`config.mk`:
```
export PLATFORM = sky130hd
export DESIGN_NAME = pc_sequencer
export DESIGN_NICKNAME = d
export VERILOG_FILES = /design/src/rtl/pc_sequencer.sv
export SDC_FILE = /design/constraint.sdc
export NUM_CORES = 1
export LEC_CHECK = 0
export BUFFER_PORTS_ARGS = -buffer_cell sky130_fd_sc_hd__clkbuf_2
export CAP_MARGIN = 20
export CORE_ASPECT_RATIO = 1.75
export CORE_MARGIN = 2
export CORE_UTILIZATION = 30
export CTS_BUF_LIST = sky130_fd_sc_hd__clkbuf_16
export CTS_CLUSTER_SIZE = 10
export DETAILED_ROUTE_END_ITERATION = 10
export GPL_TIMING_DRIVEN = 0
export PLACE_DENSITY = 0.5
export SYNTH_ARGS = -nofsm -noshare
export SYNTH_HDL_FRONTEND = slang
export SYNTH_SLANG_ARGS = --single-unit
```
`constraint.sdc`:
```
create_clock -name clk -period 2.9 [get_ports clk]
set_input_delay 0.435 -clock clk [delete_from_list [all_inputs] [get_ports clk]]
set_output_delay 0.435 -clock clk [all_outputs]
set_load 0.03 [all_outputs]
```
`src/rtl/pc_sequencer.sv`:
```
//------------------------------------------------------------------------------
// pc_sequencer: fetch-stage program counter with start/done handshake, branch LUT drive and run stats
// Revision: 1.0
//------------------------------------------------------------------------------
`default_nettype none

module pc_sequencer #(
  parameter int PC_W       = 12,
  parameter int KEY_W      = 5,
  parameter int START_ADDR = 0
) (
  input  logic             clk,
  input  logic             rst_n,
  input  logic             start,
  input  logic             halt,
  input  logic             stall,
  input  logic             br_req,
  input  logic             br_cond,
  input  logic [KEY_W-1:0] br_key,
  output logic             branch_lut_en,
  output logic [KEY_W-1:0] key,
  input  logic [PC_W-1:0]  branch_pos,
  output logic [PC_W-1:0]  pc,
  output logic             running,
  output logic             done,
  output logic [15:0]      cycle_cnt,
  output logic [7:0]       taken_cnt
);

  localparam logic [PC_W-1:0] START_PC = PC_W'(START_ADDR);

  typedef enum logic [1:0] {
    IDLE = 2'd0,
    RUN  = 2'd1,
    DONE = 2'd2
  } state_t;

  state_t          state, state_next;
  logic [PC_W-1:0] pc_next;
  logic [15:0]     cycle_next;
  logic [7:0]      taken_next;

  always_ff @(posedge clk or negedge rst_n) begin
    if (!rst_n) begin
      state     <= IDLE;
      pc        <= START_PC;
      cycle_cnt <= '0;
      taken_cnt <= '0;
    end else begin
      state     <= state_next;
      pc        <= pc_next;
      cycle_cnt <= cycle_next;
      taken_cnt <= taken_next;
    end
  end

  // The LUT path is qualified so the table only sees a key when its result is consumed.
  assign branch_lut_en = (state == RUN) & br_req & br_cond & ~stall & ~halt;
  assign key           = branch_lut_en ? br_key : '0;
  assign running       = (state == RUN);
  assign done          = (state == DONE);

  always_comb begin
    state_next = state;
    pc_next    = pc;
    cycle_next = cycle_cnt;
    taken_next = taken_cnt;
    case (state)
      IDLE, DONE: begin
        if (state == IDLE) pc_next = START_PC;
        if (start) begin
          state_next = RUN;
          pc_next    = START_PC;
          cycle_next = '0;
          taken_next = '0;
        end
      end
      RUN: begin
        // Every RUN cycle counts, including stalls and the halting cycle.
        if (cycle_cnt != 16'hFFFF) cycle_next = cycle_cnt + 16'd1;
        if (halt) begin
          state_next = DONE;
        end else if (stall) begin
          pc_next = pc;
        end else if (branch_lut_en) begin
          pc_next = branch_pos;
          if (taken_cnt != 8'hFF) taken_next = taken_cnt + 8'd1;
        end else begin
          pc_next = pc + PC_W'(1);
        end
      end
      default: begin
        state_next = IDLE;
        pc_next    = START_PC;
      end
    endcase
  end

endmodule

`default_nettype wire

```
==> results.toml, run 1 <==
[outcome]
status = "finished, final reports clean"

[setup_path]
endpoint_kind = "primary output"
critPathLaunchType = "input pin"
startpoint = "br_cond"
critPathMaxFanout = 10
regToRegStartpoint = "cycle_cnt[0]"
path_buf_inv = 4
crit_slowest_cell = "clkbuf_1"
critPathMaxStageDelay_ns = 0.39
worstPathArrival_ns = 1.84
critical_path_required_ns = 2.47
crit_type = "in -> out"
path_delay_family = "buffers and inverters"
crit_chain = "clkbuf_2 > and2_1 > clkbuf_1 > clkbuf_1 > and3_1 > clkbuf_2"

[global_route]
grt_usage_pct = 17.3
grt_pass1_wl_um = 11300
grt_max_degree = 39
overflow = 0
antenna_found_initial = 0
grt_pass1_vias = 2252

[synth]
synth.distinct_cells = 52
synthCells = 257
synthTopCellsByArea = "dfrtp_1 42%, o21ai_1 5.5%, nor2_1 4.1%, nand2_1 4.0%, a21oi_1 3.3%"
yosys.area.top_type = "dfrtp_1"
synthArstFlopShare_pct = 100
synth_ff_type = "dfrtp_1"
synth.avg_cell_area_um2 = 8.80
synth_area_mm2 = 0.00226
synth_edf_count = 0
synth_seq_cells = 38
yosysWarnings = 0
synth_top_area_share_pct = 42.0
syn_nets = 284
ys_seq_area_share_pct = 42.0

[power_and_ir_drop]
max-vdd-ir-drop_v = 0.000325
power_w = 0.00164
leakage_nw = 1.34
p_per_area_mw_per_mm2 = 568

[die]
coreArea_mm2 = 0.00728
rows = 41
floorplan.initialDensity_pct = 31.1
die-area_mm2 = 0.00828
die_w_um = 69.6
die_h_um = 119
pin_count = 68

[place]
placed_cell_area_mm2 = 0.00271
gp_congestion = 0.905
dp_slack_ns = 0.587
io_buffers = 67
dp.final_hpwl_um = 5060

[clocking]
clkTransAtPathRegs_ns = 0.06
cts_tree = "built"
cts_root_buf = "clkbuf_16"
clk_latency_ns = 0.29
htreeDepth = 2
clock_sinks = 38
numCtsBuffers = 5
postCtsSetupBuffers = 0
cts_hold_buf = 0
cts_resized = 0
cts_buffer_depth = 2

[min_path]
hp-class = "in -> async"

[finish]
fill_cells = 761
fin_nets = 359
area_delta_synth_final_pct = 28.0
seq_area_um2 = 951
antenna_cells = 0
multi_input_area_mm2 = 0.00125
final_cell_area_mm2 = 0.00290
layout-drive-gt1-share_pct = 27.9

[routing]
first_iter_violations = 90
ant_nets = 0
drt-total-wl_um = 6830
drcViolationCount = 0
first_pass_iters = 4
vias = 2261
post_drt_wl_per_cell_um = 16.3
drt-vias-per-instance = 5.40

[sta]
tns_ns = 0
max_slew.worst_pin.slew_ns = 0.539
finalCriticalPeriod_ns = 2.27
slew-limit-headroom_pct = 63.8
rsz0062_at_grt = "no"
fmax_mhz = 440
setup_ws_ns = 0.626
finalHoldViolations = 0
clock_skew_ns = 0.00566
slew_viol_final = 0
fin_crit_sh_pct = 78.4
finalSetupViolations = 0

[flow_run]
drv_cap = 0
## stage by stage
step                cells  hold WS (ns)  utilization, %
floorplan             257         0.139               -
global placement      410         0.503            37.1
detailed placement    410         0.506            37.1
CTS                   418         0.360            39.5
global route          419        0.0508            39.7
finish                419        0.0478            39.7
## cells in the final DEF (no fill, tap or decap), drive strengths merged, types with 5 or more instances in the layout
cell,count
nand4,8
o21ai,37
nand3,13
buf,7
dfrtp,38
nor2,26
nor3,6
and3,12
nand2,24
nor4,6
xnor2,5
a21oi,16
clkbuf,76
a31oi,6
## state kept, by name, summed over array words and instances, names as in the netlist
signal,count
taken_cnt,8
state,2
cycle_cnt,16
pc,12
## cell type report
type / count / area share, %
Buffer: 10 / 1.73
Clock buffer: 5 / 4.32
Clock inverter: 3 / 1.56
Inverter: 3 / 0.389
Multi-Input combinational cell: 206 / 43.2
Sequential cell: 38 / 32.8
Tap cell: 86 / 3.72
Timing Repair Buffer: 68 / 12.3
## routing by layer
layer,up-vias,part of all wire [%],GRT usage (%)
li1,1111,-,-
met1,1076,39,17.7
met2,68,54,33.0
met5,-,0,0
met4,0,1.8,6.73
met3,6,5.6,4.23
## cells in the mapped netlist (5+ instances only)
| master | number |
|---|---|
| nand4_1 | 8 |
| a21oi_1 | 15 |
| nor2_1 | 25 |
| o21ai_0 | 11 |
| nor3_1 | 6 |
| dfrtp_1 | 38 |
| o21ai_1 | 25 |
| nand3_1 | 13 |
| nand2_1 | 24 |
| xnor2_1 | 5 |
| a31oi_1 | 6 |
| and3_1 | 12 |
## cell families after synthesis
group / after synthesis / synth area share (%)
AND/OR/NAND/NOR: 113 / 26.7
XOR/XNOR: 5 / 1.94
buffers and inverters: 13 / 2.71
multiplexers: 2 / 0.940
adder cells (fa/ha/maj): 3 / 1.66
flip-flops: 38 / 42.0
AO/OA/AOI/OAI: 83 / 24.0
## path summary, 6_finish.rpt
path	to	slack, ns	cells past startpoint
worst max register to register	cycle_cnt[11]	0.97	6
min in group clk	pc[7]	0.42	3
max in group asynchronous	taken_cnt[0]	2.37	2
worst max-delay path	key[1]	0.63	6
worst min register to register	pc[11]	0.51	1
worst min-delay path	pc[9]	0.05	1
## power breakdown
part           leakage, nW  switching, W  internal [W]
registers            0.523     0.0000593      0.000570
clock network       0.0760      0.000241      0.000406
logic                0.745      0.000243      0.000125
total                 1.34      0.000543       0.00110
No activity file was read; power rests on OpenSTA's default activity.
==> inputs of run 2 (changes only) <==
--- a/config.mk
+++ b/config.mk
@@ -5,6 +5,7 @@
 export SDC_FILE = /design/constraint.sdc
 export NUM_CORES = 1
 export LEC_CHECK = 0
+export ABC_AREA = 1
 export BUFFER_PORTS_ARGS = -buffer_cell sky130_fd_sc_hd__clkbuf_2
 export CAP_MARGIN = 20
 export CORE_ASPECT_RATIO = 1.75
==> constraint.sdc (replaced) <==
create_clock -name clk -period 2.3 [get_ports clk]
set_input_delay 0.345 -clock clk [delete_from_list [all_inputs] [get_ports clk]]
set_output_delay 0.345 -clock clk [all_outputs]
set_load 0.03 [all_outputs]
==> run 2 against run 1 <==
Compared with the run above:
- via count grew 6.4%
- cell area grew 5.4%
- sequential cell count is the same
==> results.toml, run 2 <==
[setup_path]
regToRegStartpoint = "cycle_cnt[1]"
crit_type = "reg -> out"
critPathMaxFanout = 10
endpoint_kind = "primary output"
worstPathArrival_ns = 1.83
crit_slowest_cell = "dfrtp_1"
crit_chain = "nor2_8 > nand3_4 > nor2_8 > inv_4 > buf_6 > nor2_1 > clkbuf_2"
r2r-end = "cycle_cnt[9]"
path_delay_family = "simple AND/OR/NAND/NOR gates"
path_common_cell = "nor2_8"
worst_r2r_path_depth = 8
critPathLaunchType = "register"
r2r_slack_ns = 0.38
critPathMaxStageDelay_ns = 0.45
critical_path_required_ns = 1.96
path_buf_inv = 3

[global_route]
gr-usage-met2_pct = 31.7
grt_busiest_layer = "met2"
grt_pass1_wl_um = 11500
overflow = 0
grt_pass1_vias = 2417
use_met3_pct = 4.02
grt_max_degree = 39
use_met1_pct = 17.5
grt_usage_pct = 16.9
antenna_found_initial = 0

[synth]
ys_seq_area_share_pct = 39.3
synth.avg_cell_area_um2 = 7.19
yosys.area.top_type = "dfrtp_1"
synthMuxAreaShare_pct = 0
synth_ff_type = "dfrtp_1"
synth_seq_cells = 38
synthXorXnorAreaFrac_pct = 5.07
yosysWarnings = 0
synthTopCellsByArea = "dfrtp_1 39%, nand2_1 14%, nor2_1 7.1%, nand3_1 6.4%, o21ai_0 6.0%"
synthCells = 336
synth_adder_area_share_pct = 1.55
synth.most_common_cell = "nand2_1"
synth_edf_count = 0
synthArstFlopShare_pct = 100
synth.distinct_cells = 32
synth_top_area_share_pct = 39.3
synth_compound_area_share_pct = 9.99
synth_top_family_by_area = "simple AND/OR/NAND/NOR gates"
synth_area_mm2 = 0.00242
syn_nets = 363
synth_simple_gate_area_share_pct = 36.8
netlist_top_cells_count = "90 x nand2_1, 46 x nor2_1, 38 x dfrtp_1, 37 x inv_1, 31 x nand3_1"

[die]
rows = 43
pin_count = 68
floorplan.initialDensity_pct = 30.8
coreArea_mm2 = 0.00786
die-area_mm2 = 0.00882
die_w_um = 71.9
die_h_um = 123

[sta]
worst_hold_slack_ns = 0.258
slew_viol_final = 0
max_slew.worst_pin.slew_ns = 0.626
finalSetupViolations = 0
slew-limit-headroom_pct = 57.9
fmax_mhz = 460
tns_ns = 0
finalCriticalPeriod_ns = 2.18
finalHoldViolations = 0
fin_crit_sh_pct = 94.6
clock_skew_ns = 0.00394

[min_path]
hold_depth = 2
hp-class = "in -> reg"
hold_path_end = "state[0]"
min_from = "halt"

[place]
io_buffers = 67
gp_congestion = 0.872
place_inst = 493
dp.final_hpwl_um = 5140

[finish]
area_delta_synth_final_pct = 26.3
seq_area_um2 = 952
reg_top3 = "cycle_cnt (16), pc (12), taken_cnt (8)"
multi_input_area_mm2 = 0.00129
layout_commonest_cell = "nand2_1"
fin_nets = 441
antenna_cells = 0
top_register = "cycle_cnt"
layout-drive-gt1-share_pct = 23.4
fill_cells = 833
layout_common_cells = "90 x nand2_1, 67 x clkbuf_2, 46 x nor2_1, 37 x inv_1, 37 x dfrtp_1"
layout.cells.non_filler = 505
largest_reg_flops = 16

[power_and_ir_drop]
max-vdd-ir-drop_v = 0.000415
p_per_area_mw_per_mm2 = 643
leakage_nw = 1.55

[routing]
drt-vias-per-instance = 4.76
first_pass_iters = 4
vias = 2406
drcViolationCount = 0
first_iter_violations = 148
post_drt_wl_per_cell_um = 13.5
drt-total-wl_um = 6800
ant_nets = 0

[clocking]
clk_latency_ns = 0.29
htreeDepth = 2
clock_sinks = 38
cts_tree = "built"
cts_root_buf = "clkbuf_16"
cts_buffer_depth = 2
numCtsBuffers = 5
clkTransAtPathRegs_ns = 0.06

[outcome]
status = "finished, final reports clean"

[flow_run]
drv_cap = 0
-- run 2: changes by cell type after synthesis, moves of 18 or more --
cell     change
inv_1       +35
nand2_1     +66
nand3_1     +18
o21ai_1     -22
nor2_1      +21
o21ai_0     +18
-- run 2: cell families after synthesis --
kind of cell,count (synthesis)
AO/OA/AOI/OAI,43
XOR/XNOR,14
adder cells (fa/ha/maj),3
buffers and inverters,43
flip-flops,38
AND/OR/NAND/NOR,195
-- run 2: how the worst max path moves through the flow --
stage / cells after the start / endpoint / slack, ns / startpoint
final: 7 / key[2] / 0.12 / state[1]
after CTS: 8 / key[1] / 0.04 / state[0]
after global placement: 8 / key[2] / 0.36 / state[0]
after global routing: 7 / key[4] / -0.002 / state[1]
after detailed placement: 8 / key[1] / 0.36 / state[0]
after floorplan: 7 / key[0] / 0.39 / state[0]
-- run 2: worst register-to-register path: stages (launching register included) --
cell	delay, ns
dfrtp_1	0.41
ha_1	0.18
nand2_1	0.11
nor2_1	0.29
nand2_2	0.17
o21ai_4	0.31
buf_4	0.25
nand2_1	0.06
o21ai_0	0.07
-- run 2: through the flow --
| step | power (W) | worst slack, ns | cell area [µm²] | util, % |
|---|---|---|---|---|
| after floorplan | 0.00111 | 0.389 | 2420 | - |
| after global placement | 0.00129 | 0.363 | 2870 | 36.5 |
| after detailed placement | 0.00129 | 0.359 | 2870 | 36.5 |
| after CTS | 0.00199 | 0.0357 | 3010 | 38.3 |
| after global routing | 0.00208 | -0.00250 | 3050 | 38.9 |
| final | 0.00196 | 0.125 | 3050 | 38.9 |
-- run 2: where the power goes --
group | switching, W | total, W | internal [W]
Clock | 0.000292 | 0.000688 | 0.000396
Sequential | 0.0000706 | 0.000788 | 0.000717
Combinational | 0.000347 | 0.000488 | 0.000141
Total | 0.000709 | 0.00196 | 0.00126
-- run 2: timing repair --
action,CTS,global route
hold buffers,0,1
resized for setup,0,1
hold endpoints to repair,0,11
setup endpoints to repair,0,5
setup buffers,0,2
-- run 2: layout make-up --
type	count	area share (%)
clock buffers	5	4.10
repair buffers	71	12.5
clock inverters	3	0.533
flip-flops and latches	38	31.2
multi-input cells	255	42.3
plain buffers	4	0.861
inverters	39	4.88
well taps	90	3.69
-- run 2: layer usage --
layer / vias to the layer above / share of wire [%]
met5: - / 0
met4: 0 / 2.4
met3: 8 / 5.2
met2: 66 / 53
met1: 1103 / 39
li1: 1229 / -
==> inputs of run 3 (changes only) <==
--- a/config.mk
+++ b/config.mk
@@ -15,7 +15,7 @@
 export CTS_CLUSTER_SIZE = 10
 export DETAILED_ROUTE_END_ITERATION = 10
 export GPL_TIMING_DRIVEN = 0
-export PLACE_DENSITY = 0.5
+export PLACE_DENSITY_LB_ADDON = 0.12
 export SYNTH_ARGS = -nofsm -noshare
 export SYNTH_HDL_FRONTEND = slang
 export SYNTH_SLANG_ARGS = --single-unit
==> run 3 against run 2 <==
Compared with the run above:
- critical path depth is the same
- largest cell class unchanged
- cell count shrank 0.40%
- combinational power is essentially flat
- power shrank 2.3%
- routed wire length shrank 0.98%
- via count shrank 0.17%
- core utilization shrank 0.16 points
- register-to-register slack gained 0.03 ns
- worst hold slack gained 0.016 ns
- clock power shrank 6.5%
- highest routed layer unchanged
- cell area shrank 0.41%
- non-clock buffer count is the same
==> results.toml, run 3 (synthesized netlist as in run 2, its figures left out) <==
[clocking]
cts_tree = "built"
clock_sinks = 38
clkTransAtPathRegs_ns = 0.06
numCtsBuffers = 5
cts_buffer_depth = 2
cts_root_buf = "clkbuf_16"
htreeDepth = 2
clk_latency_ns = 0.28

[sta]
finalCriticalPeriod_ns = 2.11
clock_skew_ns = 0.00409
max_slew.worst_pin.slew_ns = 0.670
slew-limit-headroom_pct = 55.0
rsz0062_at_grt = "no"
setup_ws_ns = 0.189
fmax_mhz = 474
slew_viol_final = 0
fin_crit_sh_pct = 91.8
finalHoldViolations = 0
finalSetupViolations = 0
tns_ns = 0

[power_and_ir_drop]
p_per_area_mw_per_mm2 = 631
power_w = 0.00192
leakage_nw = 1.55
max-vdd-ir-drop_v = 0.000261

[routing]
post_drt_wl_per_cell_um = 13.4
first_pass_iters = 6
drcViolationCount = 0
drt-vias-per-instance = 4.78
ant_nets = 0
first_iter_violations = 111
vias = 2402
drt-total-wl_um = 6740

[place]
dp.final_hpwl_um = 5160
dp_slack_ns = 0.381
io_buffers = 67
gp_congestion = 0.874
placed_cell_area_mm2 = 0.00287

[setup_path]
crit_slowest_cell = "dfrtp_1"
critPathMaxFanout = 10
worstPathArrival_ns = 1.77
endpoint_kind = "primary output"
critical_path_required_ns = 1.96
path_buf_inv = 3
path_common_cell = "nor2_8"
path_delay_family = "simple AND/OR/NAND/NOR gates"
crit_type = "reg -> out"
crit_chain = "nor2_8 > nand3_4 > nor2_8 > inv_4 > buf_6 > nor2_1 > clkbuf_2"
critPathMaxStageDelay_ns = 0.44
critPathLaunchType = "register"

[finish]
final_cell_area_mm2 = 0.00304
layout_commonest_cell = "nand2_1"
top_register = "cycle_cnt"
largest_reg_flops = 16
layout_common_cells = "90 x nand2_1, 67 x clkbuf_2, 46 x nor2_1, 37 x inv_1, 37 x dfrtp_1"
antenna_cells = 0
reg_top3 = "cycle_cnt (16), pc (12), taken_cnt (8)"
area_delta_synth_final_pct = 25.8
fin_nets = 441
layout-drive-gt1-share_pct = 23.0

[die]
rows = 43
die_h_um = 123
coreArea_mm2 = 0.00786
pin_count = 68
floorplan.initialDensity_pct = 30.8
die-area_mm2 = 0.00882
die_w_um = 71.9

[global_route]
grt_usage_pct = 17.1
grt_pass1_vias = 2411
grt_max_degree = 39
antenna_found_initial = 0
grt_pass1_wl_um = 11600
overflow = 0

[flow_run]
drv_cap = 0

[outcome]
status = "finished, final reports clean"

[min_path]
hp-class = "in -> reg"
run 3: worst min-delay path: stages:
cell      delay, ns
clkbuf_2       0.08
o21ai_1        0.06
nand2_1        0.05
run 3: worst paths after layout:
kind                       slack (ns)  depth (start not counted)     startpoint            end
setup / recovery                 0.19                          7       state[1]         key[4]
hold / removal                   0.27                          3  branch_pos[2]          pc[2]
max in group asynchronous        1.36                          3          rst_n       state[0]
min in group asynchronous        0.46                          2          rst_n          pc[5]
setup reg to reg                 0.41                          8   cycle_cnt[1]  cycle_cnt[11]
hold reg to reg                  0.54                          2  cycle_cnt[15]  cycle_cnt[15]
run 3: where the power goes:
group	switching [W]	total (W)	internal, W
Sequential	0.0000703	0.000788	0.000718
Combinational	0.000346	0.000488	0.000142
Clock	0.000258	0.000643	0.000386
run 3: through the flow:
| stage | cells | hold WS [ns] | util, % |
|---|---|---|---|
| final | 503 | 0.274 | 38.7 |
| after global routing | 503 | 0.284 | 38.7 |
| after CTS | 499 | 0.267 | 38.1 |
| after detailed placement | 493 | 0.536 | 36.5 |
| after global placement | 493 | 0.519 | 36.5 |
| after floorplan | 336 | 0.0494 | - |
run 3: metal layers:
metal	GRT usage [%]	part of all wire, %
met1	18.8	40
met2	31.1	53
met3	3.12	4.3
met4	8.14	2.6
met5	0	0
run 3: final cells by class:
| cell class | count | area (µm²) |
|---|---|---|
| fillers | 869 | 4810 |
| multi-input cells | 255 | 1290 |
| flip-flops and latches | 38 | 952 |
| repair buffers | 71 | 380 |
| inverters | 39 | 149 |
| clock buffers | 5 | 125 |
| well taps | 90 | 113 |
| plain buffers | 4 | 26.3 |
| clock inverters | 1 | 3.75 |
run 3: timing repair:
| action | CTS | global route |
|---|---|---|
| hold buffers | 0 | 1 |
| setup buffers | 0 | 2 |
| resized for setup | 0 | 1 |
| setup endpoints to repair | 0 | 5 |
| hold endpoints to repair | 0 | 7 |
